--- config.mk ---
export PLATFORM = sky130hd
export DESIGN_NAME = zero_one_event_counter
export DESIGN_NICKNAME = d
export VERILOG_FILES = /design/src/rtl/zero_one_event_counter.sv
export SDC_FILE = /design/constraint.sdc
export NUM_CORES = 1
export LEC_CHECK = 0
export ABC_AREA = 1
export BUFFER_PORTS_ARGS = -buffer_cell sky130_fd_sc_hd__buf_2
export CORE_MARGIN = 4
export CORE_UTILIZATION = 62
export CTS_BUF_LIST = sky130_fd_sc_hd__clkbuf_4 sky130_fd_sc_hd__clkbuf_8
export DETAILED_ROUTE_END_ITERATION = 7
export PLACE_DENSITY = 0.89
export SYNTH_ARGS = -nofsm -noshare
export SYNTH_HDL_FRONTEND = slang
export SYNTH_SLANG_ARGS = --single-unit
--- constraint.sdc ---
create_clock -name clk -period 4.49 [get_ports clk]
set_clock_uncertainty 0.2 [all_clocks]
set_input_delay 0.449 -clock clk [delete_from_list [all_inputs] [get_ports clk]]
set_output_delay 0.449 -clock clk [all_outputs]
set_load 0.02 [all_outputs]
--- src/rtl/zero_one_event_counter.sv ---
// Purpose : counts zero_one_detector hits over back-to-back windows of WINDOW clocks
//           and posts each window result to a one-entry valid/ready output register.
// Latency : a window result appears on count/count_valid (and alarm) one clock after
//           the window's closing cycle.
// Backpressure: if the output register still holds an unconsumed result at a window
//           close, the new result is dropped and the sticky overrun flag is raised.
//
// Ports:
//   clk          system clock, all state changes on the rising edge
//   rst          asynchronous active-high reset
//   det          hit input (one-cycle pulse per detection), counted only while measuring
//   start        begin measuring; honoured only when idle
//   stop         abort measuring and return to idle; beats start and a window close
//   count        result of the last completed window (saturating at 2**CW-1)
//   count_valid  count holds a result not yet consumed
//   count_ready  consumer accepts count on a cycle with count_valid & count_ready
//   alarm        one-cycle pulse when a completed window's result is >= THRESH
//   overrun      sticky: a completed window result was discarded; cleared by start

module zero_one_event_counter #(
    parameter int CW     = 8,
    parameter int WINDOW = 16,
    parameter int THRESH = 4
) (
    input  logic          clk,
    input  logic          rst,
    input  logic          det,
    input  logic          start,
    input  logic          stop,
    output logic [CW-1:0] count,
    output logic          count_valid,
    input  logic          count_ready,
    output logic          alarm,
    output logic          overrun
);

    // Window position counter width; WINDOW >= 2 keeps this at least 1 bit.
    localparam int WW = $clog2(WINDOW);

    localparam logic [WW-1:0] WIN_LAST = WW'(WINDOW - 1);
    localparam logic [CW-1:0] ACC_MAX  = {CW{1'b1}};
    localparam logic [31:0]   THR      = 32'(THRESH);

    typedef enum logic {
        IDLE  = 1'b0,
        COUNT = 1'b1
    } state_t;

    state_t        state,       state_nxt;
    logic [WW-1:0] win,         win_nxt;
    logic [CW-1:0] acc,         acc_nxt;
    logic [CW-1:0] count_nxt;
    logic          valid_nxt;
    logic          alarm_nxt;
    logic          overrun_nxt;

    // Saturating accumulate of this cycle's hit; also the window result on a close.
    logic [CW-1:0] acc_sum;
    logic          consume;
    logic          res_hit;

    always_comb begin
        acc_sum = acc;
        if (det && (acc != ACC_MAX)) begin
            acc_sum = acc + {{(CW-1){1'b0}}, 1'b1};
        end
    end

    assign consume = count_valid & count_ready;

    // Threshold compare done at 32 bits so THRESH may exceed the count range
    // (in which case the alarm can never fire).
    assign res_hit = ({{(32-CW){1'b0}}, acc_sum} >= THR);

    // ---------------------------------------------------------------------
    // Next-state and output logic
    // ---------------------------------------------------------------------
    always_comb begin
        state_nxt   = state;
        win_nxt     = win;
        acc_nxt     = acc;
        count_nxt   = count;
        valid_nxt   = count_valid;
        alarm_nxt   = 1'b0;
        overrun_nxt = overrun;

        // Consumption applies in every state; a load below overrides it.
        if (consume) begin
            valid_nxt = 1'b0;
        end

        case (state)
            IDLE: begin
                if (start) begin
                    state_nxt   = COUNT;
                    win_nxt     = '0;
                    acc_nxt     = '0;
                    overrun_nxt = 1'b0;
                end
            end

            COUNT: begin
                if (stop) begin
                    // Partial window is thrown away: no load, no alarm.
                    state_nxt = IDLE;
                    win_nxt   = '0;
                    acc_nxt   = '0;
                end else if (win == WIN_LAST) begin
                    // Window close: the result includes this cycle's hit.
                    win_nxt   = '0;
                    acc_nxt   = '0;
                    alarm_nxt = res_hit;
                    if (!count_valid || consume) begin
                        count_nxt = acc_sum;
                        valid_nxt = 1'b1;
                    end else begin
                        overrun_nxt = 1'b1;
                    end
                end else begin
                    acc_nxt = acc_sum;
                    win_nxt = win + WW'(1);
                end
            end

            default: begin
                state_nxt = IDLE;
                win_nxt   = '0;
                acc_nxt   = '0;
            end
        endcase
    end

    // ---------------------------------------------------------------------
    // State registers
    // ---------------------------------------------------------------------
    always_ff @(posedge clk or posedge rst) begin
        if (rst) begin
            state       <= IDLE;
            win         <= '0;
            acc         <= '0;
            count       <= '0;
            count_valid <= 1'b0;
            alarm       <= 1'b0;
            overrun     <= 1'b0;
        end else begin
            state       <= state_nxt;
            win         <= win_nxt;
            acc         <= acc_nxt;
            count       <= count_nxt;
            count_valid <= valid_nxt;
            alarm       <= alarm_nxt;
            overrun     <= overrun_nxt;
        end
    end

endmodule

# After elaboration in Yosys (flattened, before gate mapping)

Cells that the tools add are included.

$add $sub $neg: 2
Bitwise operators: 3
Reduce and logical (&&, ||, !) cells: 5
Equal/unequal tests: 6
Magnitude comparators: 1
Multiplexer cells: 25

Operator list:

| operator                                                              | count |
|---|---|
| 8-bit 2-to-1 mux                                                      | 4 |
| 8-bit case mux with 2 select lines                                    | 1 |
| 1-bit 2-to-1 mux                                                      | 14 |
| 4-bit 2-to-1 mux                                                      | 3 |
| 8-bit by 1-bit adder with 8-bit output, second input constant         | 1 |
| 8-bit by 3-bit >= comparator with 1-bit output, second input constant | 1 |
| 8-bit != test, second input constant                                  | 1 |
| 4-bit case mux with 2 select lines                                    | 1 |
| 4-bit AND reduction                                                   | 2 |
| 2-bit != test, second input constant                                  | 3 |
| 4-bit by 1-bit adder with 4-bit output, second input constant         | 1 |
| 4-bit == test, second input constant                                  | 1 |
| 1-bit case mux with 2 select lines                                    | 2 |
| 2-bit by 1-bit != test with 1-bit output, second input constant       | 1 |
| 1-bit inverter                                                        | 2 |
| 1-bit AND                                                             | 1 |
| 1-bit logical AND                                                     | 1 |
| 1-bit logical NOT                                                     | 1 |
| 1-bit logical OR                                                      | 1 |

Output and inout port bits: 11
Register bits after elaboration: 24
Logic and storage cells: 49
Bits of input ports: 6

# Logic depth before layout (Yosys ltp)

Depth in word-level cells: 7
Mapped depth: 10
Depth with buffers taken out: 10

# Worst setup path after synthesis

OpenSTA, ideal clock, no wires.

Kind: register to register
Start point: reg acc[0]
End point: reg alarm
Stages on the path, launching flop included: 11
Setup time: 0.119 ns
Buffers on the path: 0
Period minus slack after synthesis: 1.533 ns
Arrival time: 1.215 ns
Path slack: 2.957 ns
Data required time: 4.171 ns
Cells stage by stage: dfrtp_1 ha_1 nand2_1 nor2_2 nand2_2 nand2_2 nand2_1 nand2_2 nand3_1 nor2_1 nor2_1

Word-level cells in the longest chain between the ends: 7
Elaborated cells on any way between the ends: 8
Those cells by class: add/sub (1); order compare (1); eq/ne (1); mux (4); reduce/logical (1)

Ends and longest elaborated chain:

| element                                                                        | line | source |
|---|---|---|
| start, declared                                                                | 51   | `logic [CW-1:0] acc, acc_nxt;` |
| start signal, assigned                                                         | 148  | `acc <= acc_nxt;` |
| branches (longest 2 deep; another with 8-bit by 1-bit adder with 8-bit output) | n/a  |  |
| 8-bit 2-to-1 mux (*)                                                           | 64   | `if (det && (acc != ACC_MAX)) begin` |
| 8-bit by 3-bit >= comparator with 1-bit output (*)                             | 73   | `assign res_hit = ({{(32-CW){1'b0}}, acc_sum} >= THR);` |
| 1-bit 2-to-1 mux (*)                                                           | 108  | `end else if (win == WIN_LAST) begin` |
| 1-bit 2-to-1 mux (*)                                                           | 103  | `if (stop) begin` |
| 1-bit 2-to-1 mux (*)                                                           | 92   | `case (state)` |
| via alarm_nxt                                                                  | 54   | `logic alarm_nxt;` |
| end signal, assigned                                                           | 151  | `alarm <= alarm_nxt;` |
| end, declared                                                                  | 33   | `output logic alarm,` |

Mark *: on every way through the listed nets, which the timed path passes.
A chain may end at the register's enable or synchronous reset.

# Worst setup path in the final report

Start point: reg acc[1]
End point: reg alarm

Same word-level chain as after synthesis.

==> metrics.md <==
| Metric | Value |
|---|---|
| Hold Slack | 86.93 ps |
| Initial antenna violation count | 0 |
| Die area | 2658 um^2 |
| Worst path max stage delay | 420 ps |
| CTS tree | yes |
| Number of CTS-inserted buffers | 3 |
| Clock sink count | 24 |
| Fmax | 0.5691 GHz |
| Most common cell after layout, fill and taps aside | nand2_1 |
| Final Hold Fails | 0 |
| Share of cells above drive strength 1 | 22.29% |
| RSZ-0062 raised after global routing | false |
| DP HPWL | 1805 um |
| Root Buffer | clkbuf_4 |
| Cells after DPL | 178 |
| # rows | 15 |
| Period minus WS final | 1757 ps |
| CP arrival | 1780 ps |
| Die width | 51.56 um |
| RR Startpoint | acc[1] |
| PwrDens | 312.0 nW/um^2 |
| Syn Std Cell Area | 1176 um^2 |
| Crit path max fanout | 4 |
| Starting Density | 66.67% |
| Syn Nets | 146 |
| Post-DR wirelength/cell | 12.98 um |
| Critical-path top delay cell | dfrtp_1 |
| Gr usage total | 20.94% |
| Max cap viols | 0 |
| Crit path cell chain | ha_1 > nand3_1 > nor2_2 > nand3_1 > nand2_1 > nand3_1 > nor2_1 > nor2_1 |
| Drt first pass iters | 4 |
| First-pass GRT wire length | 4160 um |
| Post-CTS setup buffer count | 0 |
| Clock-pin slew on the worst setup and hold paths | 130 ps |
| Routed WL | 2363 um |
| Remaining DRCs | 0 |
| Buffer depth of the longest clock path | 2 |
| WP data required | 4520 ps |
| Worst R2R Setup Slack | 2730 ps |
| Synthesized flop and latch total | 24 |
| Slew @ Worst Pin | 871.7 ps |
| Final setup TNS | 0 ps |
| Final Instance Count excl. Fillers | 182 |
| Slew Limit Fails | 0 |
| Fillers | 148 |
| Core area | 1764 um^2 |
| Largest net degree at the start of global routing | 25 |
| Worst slew margin | 41.82% |
| Setup violations, final | 0 |
| WS Path Type | flop to flop |
| Top cells by area in the synthesized netlist | dfrtp_1, nand2_1, inv_1 |
| Post-CTS sizing | 0 |
| IR drop worst, VDD | 0.0002653 V |
| Grt ovf | 0 |
| IO Port Bufs | 16 |
| I/O pins | 17 |
| Synth async-reset ratio | 100.0% |
| Reg2reg path depth | 8 |
| Antenna Violating Nets Remaining | 0 |
| Routability-driven placement congestion ratio | 0.8808 |
| H-tree depth | 1 |
| Area share of the largest cell type after synthesis | 51.06% |
| Worst skew pair latency | 320 ps |
| Sequential-to-total area share from yosys stat | 51.06% |
| Outcome | finished clean |
| Synthesized instance count | 138 |
| Synth Warn # | 0 |
| Commonest cells after routing, fill and taps aside | nand2_1, dfrtp_1, buf_2 |
| Nets@finish | 166 |
| Crit start category | flop |
| Starting DRT DRC Count | 35 |
| Cell variety after synth | 22 |
| Vias in the first global route | 927 |
| Vias per cell | 5.401 |
| Synth area leader | dfrtp_1 |
| Setup crit end kind | flop |
| Hold_buf cts | 0 |
| N_diodes | 0 |
| Die Span Y | 51.56 um |
| Final period util | 39.14% |
| Leakage power | 0.0006223 uW |
| Most frequent CP cell | nand3_1 |
| Area grow syn2layout | 11.60% |
| HP Class | primary input to asynchronous set/reset pin |
| Synth Flop Type | dfrtp_1 |
| R2R Path End | alarm |
| Vias | 983 |
| Number of flops mapped to enable cells by yosys | 0 |
| Syn avg cell area | 8.523 um^2 |
-- cells in the mapped netlist, types with 2 or more instances --
| library cell | n |
|---|---|
| inv_2 | 3 |
| nor2_2 | 5 |
| o21ai_0 | 3 |
| o22ai_1 | 8 |
| dfrtp_1 | 24 |
| nor3_1 | 2 |
| nor2_1 | 10 |
| a21oi_1 | 3 |
| o21ai_2 | 2 |
| ha_1 | 2 |
| nand3_1 | 11 |
| nand2_1 | 30 |
| nor2_4 | 2 |
| o21ai_1 | 9 |
| nand2_2 | 3 |
| inv_1 | 15 |
-- worst max path at each step --
stage,cells after the start,endpoint,slack [ps],start
final,8,alarm,2730,acc[1]
after global routing,8,alarm,2580,acc[0]
after CTS,8,alarm,2750,acc[0]
after detailed placement,8,alarm,2780,acc[0]
after global placement,10,alarm,2840,acc[0]
after floorplan,10,alarm,2960,acc[0]
-- layout make-up --
cell class,instances,area (um^2),area share (%)
clock buffer,4,36.28,2.765
inverter,18,67.56,5.148
multi-input combinational,95,496.7,37.85
sequential,24,600.6,45.76
tap,25,31.28,2.383
timing repair buffer,16,80.08,6.101
-- report_power, final --
group | switching (uW) | total (uW) | internal (uW)
registers | 12.9 | 242 | 229
logic | 35.4 | 55.9 | 20.6
clock network | 61.9 | 112 | 49.6
total | 110 | 409 | 299
-- metrics by stage --
step / setup slack [ps] / utilization (%) / power, uW / instance area (um^2)
6_report: 2733 / 74.40 / 409.4 / 1313
3_5_place_dp: 2776 / 72.34 / 303.1 / 1276
2_1_floorplan: 2957 / - / 285.5 / 1176
5_1_grt: 2583 / 74.40 / 437.3 / 1313
3_3_place_gp: 2836 / 72.34 / 297.6 / 1276
4_1_cts: 2747 / 74.40 / 413.7 / 1313
-- sequential cells by signal (all words and copies together), names as in the netlist --
name,cells
overrun,1
count_valid,1
acc,8
state,1
count,8
win,4
alarm,1
-- logic make-up after synthesis --
| kind of cell | count (synthesis) | synth area share, % |
|---|---|---|
| AOI/OAI and AO/OA | 28 | 14.15 |
| xor gates and xnor gates | 2 | 1.490 |
| adders and majority gates | 2 | 2.127 |
| buffers and inverters | 19 | 6.702 |
| DFF | 24 | 51.06 |
| and+or+nand+nor | 63 | 24.47 |
-- per-layer routing --
metal	share of wire, %	global-route usage [%]	wire length, um
met3	5.1	2.579	120
met1	42	27.32	982
met5	0	0	0
met2	53	36.23	1241
met4	0.76	6.550	18
-- critical path, delay by kind of cell (launching register included) --
kind          cells  cell delay (ps)
fa+ha+maj         1              240
simple gates      7              820
flops             1              420
No activity file was read; power rests on OpenSTA's default activity.
